## src/rtl/mem_arbiter_if.sv

```systemverilog
`timescale 1ns/1ps
// Core-side bus of mem_arbiter: the instruction-fetch req/ack port and the
// pipelined Wishbone data port. The core drives the master view and the
// arbiter takes the slave view.
interface mem_arbiter_if;
    // Instruction fetch port
    logic [31:0] main_memory_instr_addr;
    logic        main_memory_instr_req;
    logic [31:0] main_memory_instr;
    logic        main_memory_instr_ack;

    // Pipelined Wishbone data port
    logic        main_memory_wb_cyc;
    logic        main_memory_wb_stb;
    logic        main_memory_wb_wr_en;
    logic [31:0] main_memory_wb_addr;
    logic [31:0] main_memory_wb_wr_data;
    logic [3:0]  main_memory_wb_wr_sel;
    logic        main_memory_wb_ack;
    logic        main_memory_wb_stall;
    logic [31:0] main_memory_wb_rd_data;

    modport master (
        output main_memory_instr_addr, main_memory_instr_req,
        input  main_memory_instr, main_memory_instr_ack,
        output main_memory_wb_cyc, main_memory_wb_stb, main_memory_wb_wr_en,
        output main_memory_wb_addr, main_memory_wb_wr_data, main_memory_wb_wr_sel,
        input  main_memory_wb_ack, main_memory_wb_stall, main_memory_wb_rd_data
    );

    modport slave (
        input  main_memory_instr_addr, main_memory_instr_req,
        output main_memory_instr, main_memory_instr_ack,
        input  main_memory_wb_cyc, main_memory_wb_stb, main_memory_wb_wr_en,
        input  main_memory_wb_addr, main_memory_wb_wr_data, main_memory_wb_wr_sel,
        output main_memory_wb_ack, main_memory_wb_stall, main_memory_wb_rd_data
    );
endinterface

```

## src/rtl/mem_arbiter.sv

```systemverilog
`timescale 1ns/1ps
// Shares one single-port synchronous memory between the instruction-fetch
// port and the Wishbone data port. One transaction is in flight at a time:
// grant (IDLE) -> memory read latency (WAIT) -> acknowledge (RESP).
module mem_arbiter #(
    parameter int   MEMORY_DEPTH  = 1024,
    parameter bit   DATA_PRIORITY = 1'b0,
    localparam int  AW            = $clog2(MEMORY_DEPTH)
) (
    input  logic          clk,
    input  logic          rst,
    mem_arbiter_if.slave  bus,
    output logic          mem_en,
    output logic [3:0]    mem_we,
    output logic [AW-1:0] mem_addr,
    output logic [31:0]   mem_wdata,
    input  logic [31:0]   mem_rdata
);

    typedef enum logic [1:0] {IDLE, WAIT, RESP} state_t;
    typedef enum logic {PORT_INSTR, PORT_DATA} port_t;

    state_t      state;
    state_t      state_next;
    port_t       granted;
    port_t       last_grant;
    port_t       winner;
    logic        instr_pending;
    logic        data_pending;
    logic        grant_valid;
    logic        instr_ack_q;
    logic        wb_ack_q;
    logic [31:0] instr_q;
    logic [31:0] wb_rd_data_q;

    // Only the word-address bits select memory; the rest wrap silently.
    logic unused_addr_bits;
    assign unused_addr_bits = ^{bus.main_memory_instr_addr[31:AW+2], bus.main_memory_instr_addr[1:0],
                                bus.main_memory_wb_addr[31:AW+2],    bus.main_memory_wb_addr[1:0]};

    // Arbitration: pick the winning port among pending requests.
    always_comb begin
        // NOTE: every signal driven here gets a default first so no latch is inferred.
        instr_pending = bus.main_memory_instr_req;
        data_pending  = bus.main_memory_wb_cyc & bus.main_memory_wb_stb;
        winner        = PORT_INSTR;
        if (data_pending && !instr_pending) begin
            winner = PORT_DATA;
        end else if (data_pending && instr_pending) begin
            if (DATA_PRIORITY) begin
                winner = PORT_DATA;
            end else if (last_grant == PORT_INSTR) begin
                winner = PORT_DATA;
            end else begin
                winner = PORT_INSTR;
            end
        end
        // Reset gating keeps the memory quiet while rst is held low.
        grant_valid = (state == IDLE) && rst && (instr_pending || data_pending);
    end

    // State register.
    always_ff @(posedge clk or negedge rst) begin
        // NOTE: sequential state uses non-blocking assignments so all flops update together.
        if (!rst) begin
            state <= IDLE;
        end else begin
            state <= state_next;
        end
    end

    // Next-state logic: a grant always takes exactly three cycles.
    always_comb begin
        state_next = state;
        case (state)
            IDLE:    if (grant_valid) state_next = WAIT;
            WAIT:    state_next = RESP;
            RESP:    state_next = IDLE;
            default: state_next = IDLE;
        endcase
    end

    // Output logic: memory strobe in the grant cycle, stall and acks to the core.
    always_comb begin
        mem_en    = grant_valid;
        mem_we    = (grant_valid && winner == PORT_DATA && bus.main_memory_wb_wr_en)
                    ? bus.main_memory_wb_wr_sel : 4'b0000;
        mem_addr  = (winner == PORT_DATA) ? bus.main_memory_wb_addr[AW+1:2]
                                          : bus.main_memory_instr_addr[AW+1:2];
        mem_wdata = bus.main_memory_wb_wr_data;

        bus.main_memory_wb_stall   = !(grant_valid && winner == PORT_DATA);
        bus.main_memory_instr_ack  = instr_ack_q;
        // Dropping cyc during RESP aborts the cycle, so the ack is suppressed live.
        bus.main_memory_wb_ack     = wb_ack_q & bus.main_memory_wb_cyc;
        bus.main_memory_instr      = instr_q;
        bus.main_memory_wb_rd_data = wb_rd_data_q;
    end

    // Grant bookkeeping, response capture and one-cycle ack generation.
    always_ff @(posedge clk or negedge rst) begin
        if (!rst) begin
            granted      <= PORT_DATA;
            last_grant   <= PORT_DATA;
            instr_ack_q  <= 1'b0;
            wb_ack_q     <= 1'b0;
            instr_q      <= '0;
            wb_rd_data_q <= '0;
        end else begin
            if (grant_valid) begin
                granted    <= winner;
                last_grant <= winner;
            end

            instr_ack_q <= (state == WAIT) && (granted == PORT_INSTR);
            // An abort during WAIT means the RESP cycle carries no ack.
            wb_ack_q    <= (state == WAIT) && (granted == PORT_DATA) && bus.main_memory_wb_cyc;

            if (state == WAIT && granted == PORT_INSTR) begin
                instr_q <= mem_rdata;
            end
            // Aborted reads leave the previously returned data untouched.
            if (state == WAIT && granted == PORT_DATA && bus.main_memory_wb_cyc) begin
                wb_rd_data_q <= mem_rdata;
            end
        end
    end

endmodule
```

## src/flat_wrapper.sv

```systemverilog
// flat-port wrapper written by rule: the top's interface ports become plain ports
module mem_arbiter_flat 
#(
    parameter int   MEMORY_DEPTH  = 1024,
    parameter bit   DATA_PRIORITY = 1'b0,
    localparam int  AW            = $clog2(MEMORY_DEPTH)
)
  (clk, rst, mem_en, mem_we, mem_addr, mem_wdata, mem_rdata, bus_main_memory_instr_addr, bus_main_memory_instr_req, bus_main_memory_instr, bus_main_memory_instr_ack, bus_main_memory_wb_cyc, bus_main_memory_wb_stb, bus_main_memory_wb_wr_en, bus_main_memory_wb_addr, bus_main_memory_wb_wr_data, bus_main_memory_wb_wr_sel, bus_main_memory_wb_ack, bus_main_memory_wb_stall, bus_main_memory_wb_rd_data);
  mem_arbiter_if bus_i ();
  input  logic clk;
  input  logic rst;
  output logic mem_en;
  output logic [3:0] mem_we;
  output logic [AW-1:0] mem_addr;
  output logic [31:0] mem_wdata;
  input  logic [31:0] mem_rdata;
  input wire logic [$bits(bus_i.main_memory_instr_addr)-1:0] bus_main_memory_instr_addr;
  input wire logic [$bits(bus_i.main_memory_instr_req)-1:0] bus_main_memory_instr_req;
  output wire logic [$bits(bus_i.main_memory_instr)-1:0] bus_main_memory_instr;
  output wire logic [$bits(bus_i.main_memory_instr_ack)-1:0] bus_main_memory_instr_ack;
  input wire logic [$bits(bus_i.main_memory_wb_cyc)-1:0] bus_main_memory_wb_cyc;
  input wire logic [$bits(bus_i.main_memory_wb_stb)-1:0] bus_main_memory_wb_stb;
  input wire logic [$bits(bus_i.main_memory_wb_wr_en)-1:0] bus_main_memory_wb_wr_en;
  input wire logic [$bits(bus_i.main_memory_wb_addr)-1:0] bus_main_memory_wb_addr;
  input wire logic [$bits(bus_i.main_memory_wb_wr_data)-1:0] bus_main_memory_wb_wr_data;
  input wire logic [$bits(bus_i.main_memory_wb_wr_sel)-1:0] bus_main_memory_wb_wr_sel;
  output wire logic [$bits(bus_i.main_memory_wb_ack)-1:0] bus_main_memory_wb_ack;
  output wire logic [$bits(bus_i.main_memory_wb_stall)-1:0] bus_main_memory_wb_stall;
  output wire logic [$bits(bus_i.main_memory_wb_rd_data)-1:0] bus_main_memory_wb_rd_data;
  assign bus_i.main_memory_instr_addr = bus_main_memory_instr_addr;
  assign bus_i.main_memory_instr_req = bus_main_memory_instr_req;
  assign bus_main_memory_instr = bus_i.main_memory_instr;
  assign bus_main_memory_instr_ack = bus_i.main_memory_instr_ack;
  assign bus_i.main_memory_wb_cyc = bus_main_memory_wb_cyc;
  assign bus_i.main_memory_wb_stb = bus_main_memory_wb_stb;
  assign bus_i.main_memory_wb_wr_en = bus_main_memory_wb_wr_en;
  assign bus_i.main_memory_wb_addr = bus_main_memory_wb_addr;
  assign bus_i.main_memory_wb_wr_data = bus_main_memory_wb_wr_data;
  assign bus_i.main_memory_wb_wr_sel = bus_main_memory_wb_wr_sel;
  assign bus_main_memory_wb_ack = bus_i.main_memory_wb_ack;
  assign bus_main_memory_wb_stall = bus_i.main_memory_wb_stall;
  assign bus_main_memory_wb_rd_data = bus_i.main_memory_wb_rd_data;
  mem_arbiter #(.MEMORY_DEPTH(MEMORY_DEPTH), .DATA_PRIORITY(DATA_PRIORITY)) u_core (.clk(clk), .rst(rst), .bus(bus_i), .mem_en(mem_en), .mem_we(mem_we), .mem_addr(mem_addr), .mem_wdata(mem_wdata), .mem_rdata(mem_rdata));
endmodule
```

## config.mk

```make
export PLATFORM = sky130hd
export DESIGN_NAME = mem_arbiter_flat
export DESIGN_NICKNAME = d
export VERILOG_FILES = /design/src/rtl/mem_arbiter_if.sv /design/src/rtl/mem_arbiter.sv /design/src/flat_wrapper.sv
export SDC_FILE = /design/constraint.sdc
export NUM_CORES = 1
export LEC_CHECK = 0
export ABC_AREA = 1
export CAP_MARGIN = 30
export CELL_PAD_IN_SITES_DETAIL_PLACEMENT = 1
export CELL_PAD_IN_SITES_GLOBAL_PLACEMENT = 2
export CORE_MARGIN = 2
export CORE_UTILIZATION = 16
export DETAILED_ROUTE_END_ITERATION = 12
export PLACE_DENSITY = 0.74
export SETUP_SLACK_MARGIN = 0.4
export SLEW_MARGIN = 20
export SYNTH_ARGS = -nofsm -noshare
export SYNTH_HDL_FRONTEND = slang
export SYNTH_SLANG_ARGS = --single-unit
```

## constraint.sdc

```tcl
create_clock -name clk -period 1.15 [get_ports clk]
set_input_delay 0.2875 -clock clk [delete_from_list [all_inputs] [get_ports clk]]
set_output_delay 0.2875 -clock clk [all_outputs]
set_load 0.02 [all_outputs]
```

* Yosys cells after proc, flatten, opt, wreduce, memory -nomap -nowiden
Index checks and enable logic that the tools add are counted.
** Storage, ports and cells
- Register bits :: 69
- Input port bits :: 138
- Output and inout bits :: 114
- Logic and storage cells :: 31
** Cells by class
- Equality and inequality tests :: 2
- Mux-type cells :: 7
- Bitwise logic cells :: 3
- Reductions and logical operators :: 13
** Operator list (number)
- 10-bit two-way mux :: 1
- 1-bit logical AND :: 9
- 4-bit two-way mux :: 1
- 2-bit case mux with 2 select lines :: 1
- 1-bit two-way mux :: 3
- 1-bit bitwise AND :: 2
- 2-bit by 1-bit equality test with 1-bit output (second input constant) :: 1
- 1-bit logical NOT :: 2
- 2-bit logical NOT :: 1
- 2-bit two-way mux :: 1
- 2-bit by 1-bit inequality test with 1-bit output (second input constant) :: 1
- 1-bit logical OR :: 1
- 1-bit inverter :: 1

* Depth between registers and ports, before layout
Gate-level depths: netlist of run 1.
- Depth in word-level cells :: 7
- Depth in mapped cells :: 7
- Depth with buffers taken out :: 5

* Least setup slack after synthesis of run 1
No wires, ideal clock.
- Path kind :: register -> output
- Start point :: register u_core.state[1]
- End point :: output port mem_we[0]
- Arrival :: 1320 ps
- Data required time :: 863 ps
- Path slack :: -458 ps
- Stages on the path, launching flop included :: 6
- Path buffers :: 0
- Cell sequence :: dfrtp_1 nor2_1 nand2_1 nor2_2 nand3_1 nor2_1
** Between the ends
- Word-level cells in the longest chain between the ends :: 6
** Ends and longest elaborated chain
- from (decl) :: RTL line mem_arbiter.sv:23 : state_t state;
- from (signal assigned) :: RTL line mem_arbiter.sv:68 : state <= state_next;
- 2-bit logical NOT :: RTL line mem_arbiter.sv:59 : grant_valid = (state == IDLE) && rst && (instr_pending || data_pending);
- 1-bit logical AND (2 in a row) :: RTL line mem_arbiter.sv:59
- net mem_en :: RTL line flat_wrapper.sv:12 : output logic mem_en;
- 1-bit logical AND (2 in a row) :: RTL line mem_arbiter.sv:86 : mem_we = (grant_valid && winner == PORT_DATA && bus.main_memory_wb_wr_en)
- 4-bit two-way mux :: RTL line mem_arbiter.sv:87 : ? bus.main_memory_wb_wr_sel : 4'b0000;
- to (decl) :: RTL line flat_wrapper.sv:13 : output logic [3:0] mem_we;
The timed path passes the listed nets, and every way through them passes these cells.

* Final worst setup path of run 1
- Start point :: register u_core.last_grant
- End point :: output port mem_addr[4]
** Between the ends
- Word-level cells in the longest chain between the ends :: 4
** Ends and longest elaborated chain
- from (decl) :: RTL line mem_arbiter.sv:26 : port_t last_grant;
- from (signal assigned) :: RTL line mem_arbiter.sv:112 : last_grant <= winner;
- 1-bit two-way mux :: RTL line mem_arbiter.sv:52 : end else if (last_grant == PORT_INSTR) begin
- 1-bit two-way mux :: RTL line mem_arbiter.sv:49 : end else if (data_pending && instr_pending) begin
- 1-bit two-way mux :: RTL line mem_arbiter.sv:47 : if (data_pending && !instr_pending) begin
- 10-bit two-way mux :: RTL line mem_arbiter.sv:88 : mem_addr = (winner == PORT_DATA) ? bus.main_memory_wb_addr[AW+1:2]
- to (decl) :: RTL line flat_wrapper.sv:14 : output logic [AW-1:0] mem_addr;
No other way between the ends.

==> results of run 1 <==
==> path summary, 6_finish.rpt <==
path                                                        end  slack [ps]  cells after the start
hold reg to reg            u_core.bus.main_memory_wb_rd_data[9]         510                      2
max in group asynchronous      u_core.bus.main_memory_instr[22]         580                      3
hold / removal             u_core.bus.main_memory_wb_rd_data[5]         -30                      2
min in group clk                                u_core.state[0]         280                      3
setup / recovery                                    mem_addr[4]        -660                      7
setup reg to reg               u_core.bus.main_memory_instr[14]        -370                      9
==> worst max-delay path: stages, from the launching register on <==
cell and delay [ps]:
dfstp_2 550, a21oi_4 70, buf_6 120, buf_12 140, clkinv_8 70, nand2_4 50
nand2_4 60, buf_6 110
==> power groups by stage <==
stage	Clock (mW)	Sequential [mW]	Combinational, mW
global placement	0	3.98	5.92
finish	2.77	4.25	8.50
CTS	2.86	4.19	7.05
detailed placement	0	4.04	6.06
global route	2.97	4.37	8.98
floorplan	0	5.24	1.62
==> logic make-up after synthesis <==
| family | count (synthesis) | synth area share (%) |
|---|---|---|
| DFF | 69 | 53.9 |
| buffers and inverters | 89 | 17.1 |
| AOI/OAI and AO/OA | 67 | 15.6 |
| and+or+nand+nor | 109 | 13.4 |
==> state kept, by name (all words and copies together), names as in the netlist <==
| signal | flops |
|---|---|
| u_core.bus.main_memory_instr | 32 |
| u_core.bus.main_memory_wb_rd_data | 32 |
| u_core.state | 2 |
| u_core.bus.main_memory_instr_ack | 1 |
| u_core.last_grant | 1 |
| u_core.wb_ack_q | 1 |
==> placed cells by master (no fill, tap or decap), types with 6 or more instances in the layout <==
master	count
nand2_1	19
clkdlybuf4s50_1	57
o21ai_1	9
nor2_4	6
o21ai_2	51
dfrtp_1	68
buf_4	80
nand2_2	32
buf_6	96
clkbuf_16	15
buf_12	10
nand2_4	47
inv_1	36
buf_16	7
==> layout make-up <==
cell class	count	share of cell area (%)
Tap cell	265	4.76
Multi-Input combinational cell	176	21.8
Clock inverter	3	0.251
Clock buffer	13	4.02
Timing Repair inverter	1	0.233
Inverter	42	2.51
Sequential cell	69	24.8
Timing Repair Buffer	263	41.6
==> per-stage QoR <==
step	utilization (%)	instance area, sq um	setup slack (ps)
after floorplan	-	3390	-245
after global placement	26.0	5100	-1130
after detailed placement	26.0	5100	-1220
after CTS	31.1	6100	-687
after global routing	35.6	6970	-720
final	35.6	6970	-662
==> what timing repair did <==
action	CTS	global route
cloned	9	7
endpoints found under the setup margin	192	192
pin swaps	7	13
endpoints found under the hold margin	0	26
buffers inserted	29	34
resized for setup	535	114
==> synthesized netlist by cell type (6+ instances only) <==
cell type / n
nor2_1: 6
nand2_1: 98
inv_1: 41
o21ai_2: 43
buf_6: 12
o21ai_1: 14
dfrtp_1: 68
o21ai_0: 8
buf_4: 33
==> per-layer routing <==
metal  global-route usage [%]  part of all wire [%]  up-vias
met3                     3.70                   5.8       19
met4                     4.22                   1.9        0
met2                     20.3                    55      117
met5                        0                     0        -
met1                     12.3                    37     1533
li1                         -                     -     1462
==> flow_metrics.py, run 1 <==
metrics = {
    "outcome": {
        "outcome": "finished with violations",
        "violations": "negative hold slack, negative setup slack",
    },
    "clocking": {
        "cts.htree.levels": 3,
        "cts_max_path_buffers": 2,
        "numCtsBuffers": 9,
        "cts_tree": "done",
        "cts_root_buffer": "clkbuf_16",
        "path_clk_slew_ps": 60,
        "clk_latency_ps": 340,
        "cts.sinks": 69,
        "hold_buffers": 0,
    },
    "route": {
        "wl_per_cell_microns": 15.9,
        "vias_per_cell": 3.76,
        "drt_iter0_markers": 44,
        "dr.pass1.iters": 4,
        "postRouteAntennaNets": 0,
        "routed_wl_mm": 13.3,
        "vias": 3131,
        "drcViolationCount": 0,
    },
    "floorplan": {
        "die_w_microns": 146,
        "num_rows": 51,
        "die_y_microns": 146,
        "die_area_sq_mm": 0.0212,
        "io_pins": 252,
        "start_util_pct": 16.4,
        "core_area_sq_mm": 0.0196,
    },
    "setup_path": {
        "critPathCaptureType": "output port",
        "cp_data_required_time_ps": 860,
        "regToRegStartpoint": "u_core.state[1]",
        "path_class": "reg2out",
        "worstPathArrival_ps": 1520,
        "cp_max_fo": 7,
        "crit_path_start": "u_core.last_grant",
        "startpoint_type": "flip-flop",
    },
    "sta": {
        "fmax_mhz": 552,
        "relSlewSlack_pct": 78.4,
        "worst_pin_slew_ps": 325,
        "setup_violations": 139,
        "tns_ps": -31560,
        "period_share_pct": 158,
        "period_needed_ps": 1810,
        "fin_ws_ps": -662,
        "grt_setup_unrepaired": "true",
        "hold-worst-slack_ps": -25.2,
        "finClkSkew_ps": 3.26,
        "finalHoldViolCount": 27,
        "slew_violations": 0,
    },
    "pwr": {
        "p_int_mw": 9.90,
        "vdd_drop_max_mv": 0.542,
        "p_per_area_mw_per_mm2": 2230,
        "pwr-share-seq_pct": 27.4,
        "power_switching_share_pct": 36.2,
        "combPwrFrac_pct": 54.8,
        "p_switching_mw": 5.61,
        "pwr-share-clk_pct": 17.8,
        "leakage_nw": 3.34,
        "p_total_mw": 15.5,
    },
    "yosys": {
        "ys.flop_type": "dfrtp_1",
        "yosysWarnings": 0,
        "synth_cell_types": 20,
        "synth_edf_count": 0,
        "synthesis.nets": 472,
        "yosysTopAreaCell": "dfrtp_1",
        "postSynthCellCount": 334,
        "yosysTopAreaCellShare_pct": 53.1,
        "syn_area_per_cell_sq_um": 9.60,
        "synth_seq_cells": 69,
        "ys_top_cells_by_area": "dfrtp_1, o21ai_2, nand2_1",
        "syn_area_sq_mm": 0.00321,
        "ys_seq_area_share_pct": 53.9,
        "async_flop_share_pct": 100,
    },
    "global_route": {
        "grt_pass1_wl_mm": 18.5,
        "grt_usage_pct": 11.3,
        "grt-ovfl-total": 0,
        "antenna_found_initial": 0,
        "grt_max_degree": 42,
        "grt_pass1_vias": 3411,
    },
    "layout": {
        "fillers": 2176,
        "drive_gt1_share_pct": 66.0,
        "n_antenna_cell": 0,
        "multi_input_area_sq_mm": 0.00152,
        "fin_cells": 832,
        "regArea_sq_mm": 0.00173,
        "fin_nets": 700,
        "syn_to_final_growth_pct": 117,
    },
    "placed_design": {
        "place_inst": 737,
        "place.gp.congestion": 0.708,
        "port_buffers": 143,
        "hpwl_mm": 7.58,
    },
    "job": {
        "cap_violations": 0,
    },
    "worst_hold_path": {
        "hold_path.class": "in2async",
    },
}
(Power assumes the default switching activity.)
==> run 2, diff against run 1 <==
- MAX_ROUTING_LAYER: unset -> met4
- RECOVER_POWER: unset -> 100
==> flow_metrics.py, run 2 (synthesis results as in run 1) <==
metrics = {
    "outcome": {
        "outcome": "finished with violations",
        "violations": "negative setup slack",
    },
    "clocking": {
        "numCtsBuffers": 9,
        "cts_tree": "done",
        "hold_buffers": 0,
        "path_clk_slew_ps": 60,
        "cts.sinks": 69,
        "cts_max_path_buffers": 2,
        "cts.htree.levels": 3,
        "clk_latency_ps": 340,
        "cts_root_buffer": "clkbuf_16",
    },
    "route": {
        "dr.pass1.iters": 3,
        "vias": 3142,
        "wl_per_cell_microns": 16.0,
        "vias_per_cell": 3.78,
        "drt_iter0_markers": 32,
        "routed_wl_mm": 13.3,
        "drcViolationCount": 0,
        "postRouteAntennaNets": 0,
    },
    "sta": {
        "tns_ps": -31300,
        "finalHoldViolCount": 0,
        "grt_setup_unrepaired": "true",
        "hold-worst-slack_ps": 189,
        "slew_violations": 0,
        "period_share_pct": 157,
        "fmax_mhz": 552,
        "setup_violations": 133,
        "relSlewSlack_pct": 45.3,
        "fin_ws_ps": -660,
        "worst_pin_slew_ps": 820,
        "finClkSkew_ps": 4.91,
        "period_needed_ps": 1810,
    },
    "setup_path": {
        "r2r_cells": 9,
        "cp_max_fo": 7,
        "worstPathCellList": "a21oi_4 -> buf_6 -> buf_12 -> clkinv_8 -> nand2_4 -> nand2_4 -> buf_6",
        "path_class": "reg2out",
        "rrSetupSlack_ps": -370,
        "regToRegStartpoint": "u_core.state[1]",
        "timing.rr.end": "u_core.bus.main_memory_instr[14]",
        "cp_slowest_cell": "dfstp_2",
        "cp_data_required_time_ps": 860,
        "crit_path_start": "u_core.last_grant",
        "worstPathArrival_ps": 1520,
        "cpPeakStageDelay_ps": 550,
        "critPathCaptureType": "output port",
        "crit_end": "mem_addr[4]",
        "startpoint_type": "flip-flop",
    },
    "layout": {
        "syn_to_final_growth_pct": 117,
        "final_util_pct": 35.5,
        "post-route-cell-area_sq_mm": 0.00696,
        "final_cell_mix": "buf_6, buf_4, dfrtp_1, clkdlybuf4s50_1, o21ai_2",
        "n_antenna_cell": 0,
        "fin_nets": 700,
        "drive_gt1_share_pct": 66.0,
        "layout_commonest_cell": "buf_6",
    },
    "placed_design": {
        "place.gp.congestion": 0.716,
        "port_buffers": 143,
        "hpwl_mm": 7.58,
        "place_area_sq_mm": 0.00510,
        "place_ws_ps": -1220,
    },
    "floorplan": {
        "core_area_sq_mm": 0.0196,
        "io_pins": 252,
        "start_util_pct": 16.4,
        "die_y_microns": 146,
        "die_area_sq_mm": 0.0212,
        "die_w_microns": 146,
        "num_rows": 51,
    },
    "global_route": {
        "grt_pass1_vias": 3418,
        "grt_pass1_wl_mm": 18.5,
        "grt_max_degree": 42,
        "grt_usage_pct": 11.6,
        "antenna_found_initial": 0,
        "grt-ovfl-total": 0,
    },
    "job": {
        "cap_violations": 0,
    },
    "pwr": {
        "leakage_nw": 3.34,
        "vdd_drop_max_mv": 0.547,
        "p_per_area_mw_per_mm2": 2230,
    },
    "worst_hold_path": {
        "hold_path.class": "in2async",
    },
}
[run 2: cell count changes in the layout (fill, tap and decap cells not counted)]
| cell | change |
|---|---|
| buf_6 | -2 |
| clkbuf_4 | +1 |
| clkbuf_2 | +1 |
[run 2: final cells by class]
cell class	count	area, sq um
inverter	42	175
clock buffer	13	280
timing repair inverter	1	16.3
multi-input combinational	176	1520
timing repair buffer	263	2890
fill	2175	12600
sequential	69	1730
clock inverter	3	17.5
tap	265	332
[run 2: what timing repair did]
item                       4_1_cts  5_1_grt
resized for setup              535      114
hold endpoints to repair         0       26
pin swaps                        7       13
setup endpoints to repair      192      192
buffers inserted                29       34
cloned                           9        7
[run 2: through the flow]
step                      instances  power, mW
after floorplan                 334       6.86
after global placement          737       9.90
after detailed placement        737       10.1
after CTS                       791       14.1
after global routing            832       16.3
final                           832       15.5
[run 2: worst max-delay path, delay by kind of cell, from the launching register on]
family | cells | cell delay [ps]
buffers and inverters | 4 | 440
AOI/OAI and AO/OA | 1 | 70
DFF | 1 | 550
and+or+nand+nor | 2 | 110
[run 2: where the power goes]
group / total (mW) / switching [mW] / internal (mW) / leakage (nW)
logic: 8.50 / 3.71 / 4.79 / 2.32
clock network: 2.76 / 1.07 / 1.69 / 0.148
registers: 4.25 / 0.828 / 3.43 / 0.867
[run 2: worst min-delay path by stage]
stage,from,cells after the start,to
final,rst,2,u_core.bus.main_memory_wb_rd_data[5]
after global routing,rst,2,u_core.bus.main_memory_wb_rd_data[5]
after CTS,rst,2,u_core.bus.main_memory_wb_rd_data[5]
after detailed placement,rst,2,u_core.bus.main_memory_wb_rd_data[5]
after global placement,rst,2,u_core.bus.main_memory_wb_rd_data[8]
after floorplan,rst,0,u_core.bus.main_memory_instr[0]
[run 2: routing by layer]
| layer | up-vias | wire length [microns] | global-route usage [%] |
|---|---|---|---|
| li1 | 1463 | - | - |
| met1 | 1536 | 4960 | 12.5 |
| met5 | - | 0 | - |
| met2 | 119 | 7350 | 20.3 |
| met4 | 0 | 257 | 4.22 |
| met3 | 24 | 744 | 3.51 |
